$ cat config.mk
export PLATFORM = sky130hd
export DESIGN_NAME = uart_tx
export DESIGN_NICKNAME = d
export VERILOG_FILES = /design/src/rtl/uart_tx.sv
export SDC_FILE = /design/constraint.sdc
export NUM_CORES = 1
export LEC_CHECK = 0
export CAP_MARGIN = 15
export CORE_ASPECT_RATIO = 1.1
export CORE_UTILIZATION = 61
export CTS_CLUSTER_SIZE = 12
export DETAILED_ROUTE_END_ITERATION = 8
export PLACE_DENSITY_LB_ADDON = 0.2
export SYNTH_ARGS = -nofsm -noshare
export SYNTH_HDL_FRONTEND = slang
export SYNTH_SLANG_ARGS = --single-unit
$ cat constraint.sdc
create_clock -name clk -period 4.45 [get_ports clk]
set_clock_uncertainty 0.05 [all_clocks]
set_input_delay 0.6675 -clock clk [delete_from_list [all_inputs] [get_ports clk]]
set_output_delay 0.6675 -clock clk [all_outputs]
set_load 0.01 [all_outputs]
$ cat src/rtl/uart_tx.sv
// uart_tx: FIFO-buffered UART transmitter, 8N1, LSB first, idle-high line.
// Bytes are queued through a valid/ready port into a byte FIFO and sent
// back-to-back with no idle gap while the FIFO holds data.
// Optional macro UART_TX_PARITY_EN adds an even-parity bit (8E1 framing).
module uart_tx #(
  parameter int CLK_FREQ   = 100_000_000,
  parameter int BAUD       = 115200,
  parameter int FIFO_DEPTH = 16
) (
  input  logic                          clk,
  input  logic                          rst,
  input  logic [7:0]                    in_data,
  input  logic                          in_valid,
  output logic                          in_ready,
  output logic [$clog2(FIFO_DEPTH):0]   fifo_count,
  output logic                          busy,
  output logic                          tx
);

  // Bit period in clock cycles, rounded to nearest.
  localparam int DIV = (CLK_FREQ + BAUD / 2) / BAUD;
  localparam int BW  = (DIV > 1) ? $clog2(DIV) : 1;
  localparam int AW  = $clog2(FIFO_DEPTH);
  localparam int CW  = AW + 1;

  typedef enum logic [2:0] {
    IDLE,
    START,
    DATA,
`ifdef UART_TX_PARITY_EN
    PARITY,
`endif
    STOP
  } state_t;

  state_t          state_reg, state_next;
  logic [BW-1:0]   baud_reg, baud_next;
  logic [2:0]      idx_reg, idx_next;
  logic            tx_reg, tx_next;
  logic [7:0]      shift_reg;
  logic [7:0]      mem [FIFO_DEPTH];
  logic [AW-1:0]   wr_ptr_reg, rd_ptr_reg;
  logic [CW-1:0]   count_reg;
  logic            push, pop, baud_wrap, fifo_empty;

  // Full check uses the registered count only, so a pop on the same edge
  // never lets a push into a full FIFO.
  assign in_ready   = (count_reg != CW'(FIFO_DEPTH));
  assign fifo_empty = (count_reg == '0);
  assign push       = in_valid && in_ready;
  assign baud_wrap  = (baud_reg == BW'(DIV - 1));

  assign fifo_count = count_reg;
  assign busy       = (state_reg != IDLE) || !fifo_empty;
  assign tx         = tx_reg;

  // FIFO storage write port (no reset so it can map onto RAM).
  always_ff @(posedge clk) begin
    if (push) mem[wr_ptr_reg] <= in_data;
  end

  // FIFO pointers, occupancy count and the shift register loaded on pop.
  always_ff @(posedge clk) begin
    if (rst) begin
      wr_ptr_reg <= '0;
      rd_ptr_reg <= '0;
      count_reg  <= '0;
      shift_reg  <= '0;
    end else begin
      if (push) wr_ptr_reg <= wr_ptr_reg + AW'(1);
      if (pop) begin
        rd_ptr_reg <= rd_ptr_reg + AW'(1);
        shift_reg  <= mem[rd_ptr_reg];
      end
      case ({push, pop})
        2'b10:   count_reg <= count_reg + CW'(1);
        2'b01:   count_reg <= count_reg - CW'(1);
        default: count_reg <= count_reg;
      endcase
    end
  end

  // Frame FSM state, baud counter, bit index and registered line output.
  always_ff @(posedge clk) begin
    if (rst) begin
      state_reg <= IDLE;
      baud_reg  <= '0;
      idx_reg   <= '0;
      tx_reg    <= 1'b1;
    end else begin
      state_reg <= state_next;
      baud_reg  <= baud_next;
      idx_reg   <= idx_next;
      tx_reg    <= tx_next;
    end
  end

  // Next-state logic: each bit lasts one full baud-counter period; the stop
  // bit's last cycle chains straight into the next start bit when data waits.
  always_comb begin
    state_next = state_reg;
    baud_next  = baud_wrap ? '0 : baud_reg + BW'(1);
    idx_next   = idx_reg;
    tx_next    = tx_reg;
    pop        = 1'b0;
    case (state_reg)
      IDLE: begin
        baud_next = '0;
        tx_next   = 1'b1;
        if (!fifo_empty) begin
          pop        = 1'b1;
          tx_next    = 1'b0;
          state_next = START;
        end
      end
      START: begin
        if (baud_wrap) begin
          state_next = DATA;
          idx_next   = 3'd0;
          tx_next    = shift_reg[0];
        end
      end
      DATA: begin
        if (baud_wrap) begin
          if (idx_reg != 3'd7) begin
            idx_next = idx_reg + 3'd1;
            tx_next  = shift_reg[idx_next];
          end else begin
`ifdef UART_TX_PARITY_EN
            state_next = PARITY;
            tx_next    = ^shift_reg;
`else
            state_next = STOP;
            tx_next    = 1'b1;
`endif
          end
        end
      end
`ifdef UART_TX_PARITY_EN
      PARITY: begin
        if (baud_wrap) begin
          state_next = STOP;
          tx_next    = 1'b1;
        end
      end
`endif
      STOP: begin
        if (baud_wrap) begin
          if (!fifo_empty) begin
            pop        = 1'b1;
            tx_next    = 1'b0;
            state_next = START;
          end else begin
            tx_next    = 1'b1;
            state_next = IDLE;
          end
        end
      end
      default: begin
        state_next = IDLE;
        tx_next    = 1'b1;
      end
    endcase
  end

endmodule

==> impl_metrics.env <==
export IMPL_status="finished clean"
export IMPL_yosysSeqAreaShare_pct=66.9
export IMPL_first_global_vias=3709
export IMPL_grt_overflow=0
export IMPL_crit_fanout=11
export IMPL_place_congestion=0.734
export IMPL_synth_area_leader_cell="edfxtp_1"
export IMPL_p_per_area_nw_per_um2=562
export IMPL_synth_edf_count=128
export IMPL_holdWs_ps=428
export IMPL_dpl_cell_area_um2=7140
export IMPL_die_w_um=103
export IMPL_place_inst=580
export IMPL_arrival_ps=3630
export IMPL_syn_nets=456
export IMPL_largest_reg_flops=128
export IMPL_ys_flop_type="edfxtp_1"
export IMPL_final_cells=612
export IMPL_drt_total_wl_mm=12.6
export IMPL_insertedDiodeCount=0
export IMPL_ys_top_cells_by_area="edfxtp_1, mux4_2, dfxtp_1"
export IMPL_finalSetupTns_ps=0
export IMPL_finalHoldViolations=0
export IMPL_via_count=3589
export IMPL_yosysWarningCount=0
export IMPL_async_flop_share_pct=0
export IMPL_ctsHoldBuffers=0
export IMPL_pre_cts_ws_ps=1080
export IMPL_synth_common_cells="edfxtp_1, nor2_1, dfxtp_1, mux4_2, nand2_1"
export IMPL_portBuffers=18
export IMPL_cp_start_kind="flop"
export IMPL_wl_per_cell_um=20.5
export IMPL_period_needed_ps=3350
export IMPL_netSwitchingPower_w=0.00118
export IMPL_synth_cell_types=51
export IMPL_cts_max_level=4
export IMPL_fillers=747
export IMPL_fmax_ghz=0.299
export IMPL_dp_hpwl_mm=8.08
export IMPL_grt_use_total_pct=24.4
export IMPL_slew_headroom_pct=29.5
export IMPL_slew_viol_final=0
export IMPL_synth_top_cell_area_share_pct=56.1
export IMPL_grt_max_degree=36
export IMPL_routed_via_density=5.86
export IMPL_cts_made_buffers=17
export IMPL_finalSetupViolations=0
export IMPL_ys_seq_elements=165
export IMPL_core_area_um2=10900
export IMPL_tritoncts="done"
export IMPL_cts_resized=0
export IMPL_critical_path_required_ps=4740
export IMPL_hp_class="flop to flop"
export IMPL_postCtsSetupBuffers=0
export IMPL_final_area_um2=7750
export IMPL_syn_instance_count=428
export IMPL_maxCapViolCount=0
export IMPL_drc_errors=0
export IMPL_worstMarginPinSlew_ps=1050
export IMPL_cts_root_buf="clkbuf_16"
export IMPL_initial_core_util_pct=62.8
export IMPL_io_pins=19
export IMPL_dieArea_um2=11700
export IMPL_power_frac_comb_pct=22.1
export IMPL_path_class="flop to flop"
export IMPL_p_seq_share_pct=43.2
export IMPL_p_sw_share_pct=27.0
export IMPL_synth_most_common_cell="edfxtp_1"
export IMPL_drt_initial_drc_count=249
export IMPL_first_pass_iters=4
export IMPL_irDropWorstVdd_v=0.000380
export IMPL_final_nets=480
export IMPL_p_int_w=0.00318
export IMPL_pwr_share_clk_pct=34.6
export IMPL_drtAntennaViolNets=0
export IMPL_antenna_found_initial=0
export IMPL_setup_slack_ps=1100
export IMPL_dieHeight_um=113
export IMPL_multiInputGateArea_um2=2090
export IMPL_syn_area_um2=6850
export IMPL_clock_sinks=165
export IMPL_ff_latch_area_um2=4590
export IMPL_clock_path_buffers=2
export IMPL_rsz0062_at_grt="no"
export IMPL_clk_latency_ps=430
export IMPL_grt_pass1_wl_mm=19.6
export IMPL_p_leak_nw=2.54
export IMPL_cp_end_kind="flop"
export IMPL_clkTransAtPathRegs_ps=60
export IMPL_synth_avg_cell_area_um2=16.0
export IMPL_drive_above_1_share_pct=17.6
export IMPL_finalCritPeriodShare_pct=75.2
export IMPL_row_count=40
export IMPL_synthToLayoutAreaGrowth_pct=13.1
==> worst max-delay path, cell delays in order, from the launching register on <==
cell,delay (ps)
dfxtp_1,380
ha_1,210
nor4b_4,270
a41oi_2,200
nor3_2,180
buf_4,230
ha_1,260
inv_1,100
fa_1,380
nor2b_1,150
o21ai_0,110
and3_1,200
or4_1,390
a21oi_1,150
==> final cells by class <==
class,instances,share of cell area [%]
Multi-Input combinational cell,231,27.0
Clock inverter,15,2.41
Timing Repair Buffer,25,3.00
Sequential cell,165,59.2
Tap cell,147,2.37
Clock buffer,17,5.49
Inverter,12,0.581
==> metrics by stage <==
step / power [W] / util [%]
floorplan: 0.00262 / -
finish: 0.00436 / 71.0
global route: 0.00456 / 71.0
detailed placement: 0.00289 / 65.4
global placement: 0.00284 / 65.4
CTS: 0.00438 / 71.0
==> cells in the final DEF (no fill, tap or decap), types with 3 or more instances in the layout <==
cell type and instances:
nor2_1 50, mux4_2 33, nand3_1 9, a21oi_1 10, nor3_1 6, a22oi_1 15
xnor2_1 9, buf_4 7, nand2_1 18, edfxtp_1 128, inv_1 12, clkinv_1 4
bufinv_16 4, clkdlybuf4s50_1 18, o21ai_0 3, ha_1 16, nand2b_1 6, xor2_1 6
dfxtp_1 36, nor2b_1 4, a2111oi_0 3, clkbuf_16 17, mux2i_1 12
==> power groups by stage <==
stage          clock network, W  logic (W)  registers, W
2_1_floorplan                 0   0.000754       0.00187
3_3_place_gp                  0   0.000934       0.00191
3_5_place_dp                  0   0.000969       0.00192
4_1_cts                 0.00152   0.000973       0.00189
5_1_grt                 0.00159    0.00107       0.00190
6_report                0.00151   0.000964       0.00188
==> cells by family after synthesis <==
group                      Yosys count  share of synthesized area [%]
AOI/OAI and AO/OA                   40                           4.20
xor gates and xnor gates            15                           1.92
adders and majority gates           17                           3.21
buffers and inverters               32                           2.59
DFF                                165                           66.9
muxes                               47                           12.9
and+or+nand+nor                    112                           8.24
==> layer usage <==
layer / share of wire, % / vias to the layer above / GRT usage [%] / routed length [um]
met4: 1.2 / 0 / 9.39 / 157
met2: 52 / 88 / 39.4 / 6490
met1: 42 / 1800 / 32.4 / 5320
li1: - / 1691 / - / -
met5: 0 / - / 0 / 0
met3: 4.7 / 10 / 5.68 / 595
==> worst paths after layout <==
check / startpoint / depth (start not counted) / end / slack (ps)
max reg2reg: baud_reg[0] / 13 / fifo_count[4] / 1100
min: idx_reg[1] / 2 / idx_reg[1] / 430
min reg2reg: idx_reg[1] / 2 / idx_reg[1] / 430
max: baud_reg[0] / 13 / fifo_count[4] / 1100
(Power assumes the default switching activity.)
